$ cat src/rtl/riscv_pkg.sv
// Shared definitions for the instruction-memory side of the core:
// memory geometry and the program-loader state encoding.
package riscv_pkg;

  localparam int IMEM_ADDR_W = 6;
  localparam int IMEM_DEPTH  = 64;
  localparam int IMEM_DATA_W = 32;

  typedef enum logic [1:0] {
    LDR_IDLE  = 2'd0,
    LDR_LOAD  = 2'd1,
    LDR_WRITE = 2'd2,
    LDR_DONE  = 2'd3
  } loader_state_e;

  // Plain vector constants so the FSM register stays a simple logic [1:0].
  localparam logic [1:0] ST_IDLE  = 2'(LDR_IDLE);
  localparam logic [1:0] ST_LOAD  = 2'(LDR_LOAD);
  localparam logic [1:0] ST_WRITE = 2'(LDR_WRITE);
  localparam logic [1:0] ST_DONE  = 2'(LDR_DONE);

endpackage

$ cat src/rtl/imem_loader_packer.sv
// Packs accepted bytes little-endian into a 32-bit word; byte k lands in
// bits [8k+7:8k], and word_ready marks the transfer of byte 3.
module byte_word_packer (
  input  logic        clk,
  input  logic        rst_n,
  input  logic        clear,
  input  logic        byte_valid,
  input  logic [7:0]  byte_in,
  output logic [31:0] word,
  output logic        word_ready
);

  logic [1:0] byte_cnt;

  assign word_ready = byte_valid & (byte_cnt == 2'd3);

  always_ff @(posedge clk or negedge rst_n) begin
    if (!rst_n) begin
      byte_cnt <= 2'd0;
      word     <= 32'd0;
    end else if (clear) begin
      byte_cnt <= 2'd0;
      word     <= 32'd0;
    end else if (byte_valid) begin
      word[{byte_cnt, 3'b000} +: 8] <= byte_in;
      byte_cnt                      <= byte_cnt + 2'd1;
    end
  end

endmodule

$ cat src/rtl/imem_loader.sv
// Streams a host byte link into instruction memory, one 32-bit word at a time
// from word 0 upward, holding the core in busy until the load finishes.
//
// Byte link handshake: a byte transfers on a rising edge where in_valid and
// in_ready are both 1; in_ready depends on the loader state alone, and the
// host may hold in_valid low for any number of cycles between bytes.
module imem_loader
  import riscv_pkg::*;
#(
  parameter int ADDR_W = IMEM_ADDR_W,
  parameter int DEPTH  = IMEM_DEPTH,
  parameter int DATA_W = IMEM_DATA_W
) (
  input  logic              clk,
  input  logic              rst_n,
  input  logic              start,
  input  logic [ADDR_W:0]   num_words,
  input  logic              in_valid,
  input  logic [7:0]        in_data,
  output logic              in_ready,
  output logic              mem_we,
  output logic [ADDR_W-1:0] mem_addr,
  output logic [DATA_W-1:0] mem_wdata,
  output logic              busy,
  output logic              done,
  output logic              err,
  output logic [1:0]        dbg_state
);

  localparam logic [ADDR_W:0] DEPTH_V = (ADDR_W + 1)'(DEPTH);
  localparam logic [ADDR_W:0] ONE_V   = (ADDR_W + 1)'(1);

  logic [1:0]        state;
  logic [ADDR_W-1:0] word_idx;
  logic [ADDR_W:0]   num_reg;
  logic              done_r;
  logic              err_r;

  logic              idle_like;
  logic              start_ok;
  logic              start_load;
  logic              fire;
  logic              word_ready;
  logic              last_word;
  logic [31:0]       packed_word;

  assign idle_like  = (state == ST_IDLE) || (state == ST_DONE);
  assign start_ok   = start && idle_like;
  assign start_load = start_ok && (num_words != '0) && (num_words <= DEPTH_V);
  assign fire       = in_valid && in_ready;
  assign last_word  = ({1'b0, word_idx} == (num_reg - ONE_V));

  byte_word_packer u_packer (
    .clk        (clk),
    .rst_n      (rst_n),
    .clear      (start_load),
    .byte_valid (fire),
    .byte_in    (in_data),
    .word       (packed_word),
    .word_ready (word_ready)
  );

  always_ff @(posedge clk or negedge rst_n) begin
    if (!rst_n) begin
      state    <= ST_IDLE;
      word_idx <= '0;
      num_reg  <= '0;
      done_r   <= 1'b0;
      err_r    <= 1'b0;
    end else begin
      case (state)
        ST_IDLE, ST_DONE: begin
          if (start_ok) begin
            if (num_words == '0) begin
              state  <= ST_DONE;
              done_r <= 1'b1;
              err_r  <= 1'b0;
            end else if (num_words > DEPTH_V) begin
              state  <= ST_IDLE;
              done_r <= 1'b0;
              err_r  <= 1'b1;
            end else begin
              state    <= ST_LOAD;
              word_idx <= '0;
              num_reg  <= num_words;
              done_r   <= 1'b0;
              err_r    <= 1'b0;
            end
          end
        end
        ST_LOAD: begin
          if (word_ready) begin
            state <= ST_WRITE;
          end
        end
        ST_WRITE: begin
          // num_reg never exceeds DEPTH, so word_idx stops at DEPTH-1.
          if (last_word) begin
            state  <= ST_DONE;
            done_r <= 1'b1;
          end else begin
            word_idx <= word_idx + 1'b1;
            state    <= ST_LOAD;
          end
        end
        default: state <= ST_IDLE;
      endcase
    end
  end

  assign in_ready  = (state == ST_LOAD);
  assign mem_we    = (state == ST_WRITE);
  assign mem_addr  = mem_we ? word_idx : '0;
  assign mem_wdata = mem_we ? DATA_W'(packed_word) : '0;
  assign busy      = (state == ST_LOAD) || (state == ST_WRITE);
  assign done      = done_r;
  assign err       = err_r;
  assign dbg_state = state;

endmodule

$ cat config.mk
export PLATFORM = sky130hd
export DESIGN_NAME = imem_loader
export DESIGN_NICKNAME = d
export VERILOG_FILES = /design/src/rtl/riscv_pkg.sv /design/src/rtl/imem_loader_packer.sv /design/src/rtl/imem_loader.sv
export SDC_FILE = /design/constraint.sdc
export NUM_CORES = 1
export LEC_CHECK = 0
export CAP_MARGIN = 20
export CORE_MARGIN = 5
export CORE_UTILIZATION = 50
export DETAILED_ROUTE_END_ITERATION = 10
export GPL_TIMING_DRIVEN = 0
export HOLD_SLACK_MARGIN = 0.02
export PLACE_DENSITY = 0.8
export SYNTH_ARGS = -nofsm -noshare
export SYNTH_HDL_FRONTEND = slang
export SYNTH_SLANG_ARGS = --single-unit
$ cat constraint.sdc
create_clock -name clk -period 2.5 [get_ports clk]
set_input_delay 0.25 -clock clk [delete_from_list [all_inputs] [get_ports clk]]
set_output_delay 0.25 -clock clk [all_outputs]
set_load 0.05 [all_outputs]
# After elaboration in Yosys (flattened, before gate mapping)
# Index checks and enable logic that the tools add are counted.
# word_totals
in_bits	19
reg_bits	51
# op_classes
n_mux	24
addsub	4
n_shift	2
n_eq_ne	11
bitwise_logic	3
order_cmp	2
n_reduce_logical	17
# op_table
op	n
32-bit 2-to-1 mux	3
32-bit bitwise mux	1
8-bit by 7-bit variable shift with 32-bit output (first input constant)	1
8-bit by 7-bit variable part select with 32-bit output	1
6-bit 2-to-1 mux	5
2-bit 2-to-1 mux	6
6-bit one-hot mux with 2 select lines	1
2-bit != test (second input constant)	4
6-bit by 7-bit == test with 1-bit output	1
7-bit > comparator (second input constant)	1
7-bit less-or-equal comparator (second input constant)	1
7-bit logical NOT	1
5-bit negation with 7-bit output	1
7-bit nonzero test	1
7-bit by 1-bit subtractor with 7-bit output (second input constant)	1
6-bit by 1-bit adder with 6-bit output (second input constant)	1
2-bit == test (second input constant)	3
1-bit 2-to-1 mux	6
2-bit one-hot mux with 3 select lines	1
5-bit AND reduction	1
1-bit logical AND	4
2-bit by 1-bit != test with 1-bit output (second input constant)	2
2-bit AND reduction	2
4-bit AND reduction	1
10 further kinds	13

# Depth between registers and ports, before layout
# Gate-level depths: netlist of the first run.
# depth
depth_word	6
mapped_depth	9

# Hierarchy
# A second synthesis of the first run with hierarchy kept.
# hier_totals
hier_cells	268
area_unflattened_um2	2922.8
# modules_own_cells
mod	area_each_um2	instances	cells_per_inst	seq_area_each_um2
imem_loader	1463.9	1	162	425.4
byte_word_packer	1458.9	1	106	850.8

# Least setup slack after synthesis of the first run
# No wires, ideal clock.
# synth_timing
kind	register to output
startpoint	register state[1], in the netlist dbg_state[1]
endpoint	output mem_wdata[10]
t_required_ns	2.250
stages_incl_launch_ff	5
setup_slack_ns	0.005
t_arrival_ns	2.245
path_cell_list	dfrtp_1 -> ha_1 -> clkbuf_1 -> clkbuf_1 -> and2_1
# synth_via
elab_chain_len	2
# synth_lines
element	line	source
start, declared	imem_loader.sv:33	logic [1:0] state;
start signal, assigned	imem_loader.sv:65	state <= ST_IDLE;
start signal, assigned	imem_loader.sv:75	state <= ST_DONE;
start signal, assigned	imem_loader.sv:79	state <= ST_IDLE;
2-bit == test	imem_loader.sv:112	assign mem_we = (state == ST_WRITE);
net mem_we	imem_loader.sv:21	output logic mem_we,
32-bit 2-to-1 mux	imem_loader.sv:114	assign mem_wdata = mem_we ? DATA_W'(packed_word) : '0;
end, declared	imem_loader.sv:23	output logic [DATA_W-1:0] mem_wdata,
# The timed path passes the listed nets, and every way through them passes these cells.

# Final worst setup path of the first run
# layout_timing
startpoint	input num_words[2]
endpoint	register u_packer.word[2]
# layout_via
elab_chain_len	4
elab_cells_between_ends	6
# layout_lines
element	line	source
start, declared	imem_loader.sv:17	input logic [ADDR_W:0] num_words,
parallel branches: the longest is 2 deep, another holds 7-bit less-or-equal comparator	n/a	
1-bit logical AND (*)	imem_loader.sv:49	assign start_load = start_ok && (num_words != '0) && (num_words <= DEPTH_V);
32-bit 2-to-1 mux or 2-bit nonzero test (tied branches)	n/a	
end signal, assigned by index	imem_loader_packer.sv:25	word[{byte_cnt, 3'b000} +: 8] <= byte_in;
end, declared	imem_loader_packer.sv:9	output logic [31:0] word,
# Mark *: on every way between the ends.
# A chain may end at the register's enable or synchronous reset.

==> metrics.md, run 1 <==
| Metric | Value |
|---|---|
| Row count | `27` |
| Unrepaired setup endpoints after global routing | `yes` |
| Grt ovf | `0` |
| H-tree levels | `2` |
| Antenna violations before repair | `0` |
| Die width | `84.92 um` |
| Final worst-path cycle share | `0.9809` |
| Core ar. | `0.005473 mm2` |
| Final Hold Vio Count | `0` |
| All-layer global routing usage | `0.1947` |
| Synth top area cells | `dfrtp_1 45%, and2_1 8.5%, a22o_1 7.5%` |
| Worst reg-to-reg setup slack | `0.15 ns` |
| Max-slew violations | `0` |
| Design Power | `0.003421 W` |
| Worst-Margin Slew | `0.8134 ns` |
| Clock tree buffer depth | `2` |
| Fmax | `407.8 MHz` |
| Synth Warn # | `0` |
| Area share of the largest cell type after synthesis | `0.4547` |
| CP endpoint kind | `flop` |
| Syn_nets | `307` |
| Antenna-violating nets left | `0` |
| Starting DRT DRC Count | `115` |
| Number of global-route vias before repair | `2,236` |
| Post-synth EDFFs | `0` |
| CTS tree | `built` |
| Main synth FF type | `dfrtp_1` |
| Global-route wire length before repair | `11,430 um` |
| P_leak | `1.665 nW` |
| Number of buffers added on ports | `62` |
| Pwr/cell area | `932.0 mW/mm2` |
| Max-slew headroom | `0.4532` |
| IO Count | `64` |
| Final Setup Violations | `0` |
| Design Area, Final | `0.003671 mm2` |
| Routability Congestion | `0.8572` |
| Skew-Pair Late Insertion Delay | `0.31 ns` |
| Clock root buffer | `clkbuf_8` |
| Via-to-Cell Ratio | `5.560` |
| Initial Utilization | `0.5128` |
| CP max FO | `8` |
| Drt drc | `0` |
| WP data arrival | `2.71 ns` |
| Largest net degree at the start of global routing | `28` |
| Capture point of the worst reg-to-reg path | `num_reg[6]$_DFFE_PN0P_` |
| CTS buffer count | `5` |
| FF-to-FF path depth | `7` |
| Clk slew on worst S/H paths | `0.10 ns` |
| Max-cap viol count | `0` |
| Gate Count Post-Synth | `279` |
| Dpl cell area | `0.003532 mm2` |
| Die area | `0.007211 mm2` |
| Vias after detailed routing | `2,352` |
| Number of synthesized register bits | `51` |
| Share of cells above drive strength 1 | `0.1966` |
| VDD IR max | `0.6030 mV` |
| CP required | `2.75 ns` |
| Total negative slack | `0 ns` |
| Per-cell routed wire length | `16.25 um` |
| CTS sink cnt | `51` |
| Synth Area per Inst | `10.06 um2` |
| Syn Std Cell Area | `0.002806 mm2` |
| CP Launch Point | `num_words[2]` |
| Crit path time final | `2.452 ns` |
| R2R Path Start | `dbg_state[0]$_DFFE_PN0P_` |
| Die Y | `84.92 um` |
| DR pass1 iterations | `4` |
| Worst setup path endpoint | `u_packer.word[2]$_DFFE_PN0P_` |
| NumNets Final | `378` |
| ANT cells | `0` |
| Synth async-reset ratio | `1.000` |
| Hold WC Path Type | `in -> reg` |
| Detail Placement HPWL | `5108 um` |
| Fin Clk Skew | `0.008031 ns` |
| Setup CP Type | `in -> reg` |
| Synth-to-Final Area Change | `30.81%` |
| Drt total wl | `6874 um` |
| Setup crit start kind | `input port` |
| Synth area leader | `dfrtp_1` |
| Status | `completed` |
| Max reg flops | `32` |
| Synth cell types | `47` |
| Register area share after synthesis | `0.4547` |
==> final cells by class <==
| type | instances | area (um2) |
|---|---|---|
| flip-flops and latches | 51 | 1276 |
| plain buffers | 16 | 73.82 |
| inverters | 9 | 33.78 |
| multi-input cells | 203 | 1448 |
| repair buffers | 64 | 654.4 |
| clock buffers | 5 | 68.82 |
| well taps | 72 | 90.09 |
| clock inverters | 3 | 26.28 |
| fillers | 450 | 1802 |
==> cells by family after synthesis <==
logic type	synth area share
simple gates	0.2122
flops	0.4547
buf+inv	0.03477
xor+xnor	0.02497
fa+ha+maj	0.04013
compound gates	0.1908
mux	0.04236
==> where the power goes <==
part / switching [W] / internal (W)
logic: 0.00109 / 0.000638
clock network: 0.000302 / 0.000207
registers: 0.000172 / 0.00101
==> worst max-delay path: stages <==
cell and delay, ns:
clkdlybuf4s50_1 0.44, or4_4 0.57, nor4_2 0.38, nor3b_4 0.13, nor4_2 0.70, a22o_1 0.23
==> stage by stage <==
| stage | hold slack [ns] | setup slack (ns) | instances | util |
|---|---|---|---|---|
| floorplan | -0.04559 | 0.005113 | 279 | - |
| global placement | 0.4712 | -0.2781 | 413 | 0.6427 |
| detailed placement | 0.2772 | -0.2776 | 414 | 0.6454 |
| CTS | 0.4401 | 0.009149 | 423 | 0.6717 |
| global route | 0.5127 | -0.03896 | 423 | 0.6708 |
| finish | 0.4664 | 0.04775 | 423 | 0.6708 |
==> timing repair <==
item / CTS / global route
resized for setup: 107 / 27
hold buffers: 1 / 0
setup endpoints to repair: 38 / 60
endpoints found under the hold margin: 24 / 0
buffers inserted: 0 / 0
cloned: 0 / 0
==> cell usage after synthesis (2+ instances only) <==
cell,number
a211oi_1,3
a21oi_1,8
a22o_1,24
a22oi_1,8
a41oi_1,2
and2_1,38
buf_2,3
clkbuf_1,12
dfrtp_1,51
ha_1,9
inv_1,9
mux2_2,7
mux2i_1,4
nand2_1,22
nand2b_1,3
nand3_1,6
nor2_1,17
nor3_1,4
nor4_2,2
o21ai_0,10
o22ai_1,4
or4_4,2
xnor2_1,5
xor2_1,3
==> cells in the final DEF (no fill, tap or decap), types with 2 or more instances in the layout <==
master,netlist,routed
inv_6,0,2
and2_1,38,38
xor2_1,3,3
a211oi_1,3,3
a22o_1,24,24
clkdlybuf4s15_2,0,18
nor3_1,4,4
a21oi_1,8,7
clkdlybuf4s18_2,0,12
o21ai_0,10,10
or4_4,2,2
dfrtp_1,51,51
nand2b_1,3,3
clkdlybuf4s50_1,0,22
ha_2,0,2
nor2_1,17,17
dlygate4sd2_1,0,5
clkbuf_2,0,5
nand3_1,6,6
nor4_2,2,2
buf_2,3,6
a41oi_1,2,2
inv_1,9,9
o22ai_1,4,4
xnor2_1,5,5
clkbuf_1,12,6
nand2_1,22,22
mux2_2,7,7
a22oi_1,8,8
ha_1,9,7
clkbuf_8,0,5
mux2i_1,4,4
==> worst min-delay path by stage <==
stage / start / endpoint / cells past startpoint
detailed placement: rst_n / err$_DFFE_PN0P_ / 1
finish: start / done$_DFFE_PN0P_ / 3
floorplan: rst_n / dbg_state[0]$_DFFE_PN0P_ / 0
global placement: err$_DFFE_PN0P_ / err$_DFFE_PN0P_ / 2
global route: start / done$_DFFE_PN0P_ / 3
CTS: start / err$_DFFE_PN0P_ / 3
==> routing by layer <==
| layer | wire length, um | global-route usage | vias up |
|---|---|---|---|
| met5 | 0 | 0 | - |
| met4 | 80 | 0.04892 | 0 |
| met3 | 350 | 0.03010 | 9 |
| met2 | 3190 | 0.3053 | 59 |
| met1 | 3252 | 0.2826 | 1141 |
| li1 | - | - | 1143 |
No activity file was read; power rests on OpenSTA's default activity.
==> run 2: changes to the inputs <==
--- a/config.mk
+++ b/config.mk
@@ -7,11 +7,11 @@
 export LEC_CHECK = 0
 export CAP_MARGIN = 20
 export CORE_MARGIN = 5
-export CORE_UTILIZATION = 50
+export CORE_UTILIZATION = 45
 export DETAILED_ROUTE_END_ITERATION = 10
 export GPL_TIMING_DRIVEN = 0
 export HOLD_SLACK_MARGIN = 0.02
-export PLACE_DENSITY = 0.8
+export PLACE_DENSITY = 0.73
 export SYNTH_ARGS = -nofsm -noshare
 export SYNTH_HDL_FRONTEND = slang
 export SYNTH_SLANG_ARGS = --single-unit
==> metrics.md, run 2 (same netlist as run 1, synthesis figures left out) <==
| Metric | Value |
|---|---|
| Die area | `0.007916 mm2` |
| Hold WC Path Type | `in -> async` |
| Core ar. | `0.005991 mm2` |
| Total negative slack | `0 ns` |
| Status | `completed` |
| Commonest non-fill, non-tap cell in the layout | `dfrtp_1` |
| Vias after detailed routing | `2,355` |
| Fin worst setup slack | `0.1151 ns` |
| CTS sink cnt | `51` |
| Met3 Track Usage GR | `0.02765` |
| Clock tree buffer depth | `2` |
| NumNets Final | `377` |
| Unrepaired setup endpoints after global routing | `no` |
| Number of buffers added on ports | `62` |
| Pre-CTS setup slack | `-0.2774 ns` |
| Drt drc | `0` |
| Final Hold Vio Count | `0` |
| GRT met2 Usage | `0.3003` |
| Share of cells above drive strength 1 | `0.1971` |
| Synth-to-Final Area Change | `33.08%` |
| Per-cell routed wire length | `16.39 um` |
| Global routing usage on met1 | `0.2763` |
| CP endpoint kind | `flop` |
| Antenna-violating nets left | `0` |
| Setup CP Type | `in -> reg` |
| Initial Utilization | `0.4685` |
| Pwr/cell area | `941.8 mW/mm2` |
| CP max FO | `8` |
| Die Y | `88.97 um` |
| DR pass1 iterations | `4` |
| Starting DRT DRC Count | `155` |
| Crit path time final | `2.385 ns` |
| ANT cells | `0` |
| Most frequent cells in the layout | `51 x dfrtp_1, 38 x and2_1, 31 x clkdlybuf4s15_2` |
| H-tree levels | `2` |
| WP data arrival | `2.63 ns` |
| FF-to-FF path depth | `9` |
| Worst reg-to-reg setup slack | `0.16 ns` |
| Antenna violations before repair | `0` |
| Number of global-route vias before repair | `2,350` |
| Final Non-Filler Cells | `425` |
| Fmax | `419.3 MHz` |
| CTS buffer count | `5` |
| Final Setup Violations | `0` |
| Detail Placement HPWL | `5225 um` |
| Routability Congestion | `0.8224` |
| Max-slew violations | `0` |
| Setup crit start kind | `input port` |
| Max reg flops | `32` |
| IO Count | `64` |
| Skew-Pair Late Insertion Delay | `0.31 ns` |
| Peak-usage layer in the global routing report | `met2` |
| Row count | `28` |
| Max-slew headroom | `0.4813` |
| CP required | `2.74 ns` |
| Grt ovf | `0` |
| All-layer global routing usage | `0.1901` |
| Worst-Margin Slew | `0.7780 ns` |
| Clk slew on worst S/H paths | `0.09 ns` |
| Via-to-Cell Ratio | `5.541` |
| Drt total wl | `6967 um` |
| Die width | `88.97 um` |
| Largest net degree at the start of global routing | `35` |
| Fin Clk Skew | `0.004533 ns` |
| Final worst-path cycle share | `0.9540` |
| Global-route wire length before repair | `11,760 um` |
| Placed insts | `417` |
| P_leak | `1.643 nW` |
| Clock root buffer | `clkbuf_8` |
| VDD IR max | `0.6554 mV` |
| CTS tree | `built` |
| Max-cap viol count | `0` |
==> run 2: layout make-up <==
type / instances / area [um2]
Sequential cell: 51 / 1276
Inverter: 9 / 33.78
Buffer: 14 / 66.31
Clock inverter: 3 / 47.55
Tap cell: 75 / 93.84
Multi-Input combinational cell: 203 / 1460
Timing Repair Buffer: 65 / 688.2
Clock buffer: 5 / 68.82
Fill cell: 482 / 2256
==> run 2: repair_timing <==
action / in CTS / in global routing
hold buffers: 1 / 0
hold endpoints to repair: 17 / 0
gates resized for setup: 106 / 14
cloned: 0 / 0
buffers inserted: 0 / 1
endpoints found under the setup margin: 38 / 76
==> run 2: critical path, cell delays in order <==
cell	delay (ns)
clkdlybuf4s50_1	0.41
or4_4	0.58
nor4_2	0.37
nor3b_4	0.12
nand2b_1	0.20
nor4bb_1	0.30
buf_2	0.24
a22o_1	0.16
==> run 2: routing by layer <==
metal	vias to the layer above	wire, um
met5	-	0
met4	0	66
met3	8	235
met2	41	3370
met1	1154	3294
li1	1152	-
==> run 2: metrics by stage <==
step / total power (W) / hold slack [ns] / utilization / instance area (um2)
3_5_place_dp: 0.002913 / 0.2104 / 0.5902 / 3536
3_3_place_gp: 0.002870 / 0.4719 / 0.5877 / 3521
6_report: 0.003518 / 0.4086 / 0.6234 / 3735
2_1_floorplan: 0.002385 / -0.04559 / - / 2806
5_1_grt: 0.003776 / 0.4512 / 0.6234 / 3735
4_1_cts: 0.003502 / 0.4052 / 0.6176 / 3700
==> run 2: where the power goes <==
group          switching [W]  leakage (nW)  internal [W]
Sequential          0.000179         0.686       0.00101
Clock               0.000289        0.0587      0.000304
Combinational        0.00108         0.898      0.000648
Total                0.00155          1.64       0.00197
==> run 2: worst paths after layout <==
check                                       startpoint                             to
worst max-delay path                      num_words[3]  u_packer.word[28]$_DFFE_PN0P_
worst min-delay path                             rst_n                err$_DFFE_PN0P_
worst max register to register  num_reg[0]$_DFFE_PN0P_               done$_DFFE_PN0P_
worst min register to register         err$_DFFE_PN0P_                err$_DFFE_PN0P_
max in group asynchronous                        rst_n  u_packer.word[29]$_DFFE_PN0P_
min in group clk                                 start               done$_DFFE_PN0P_
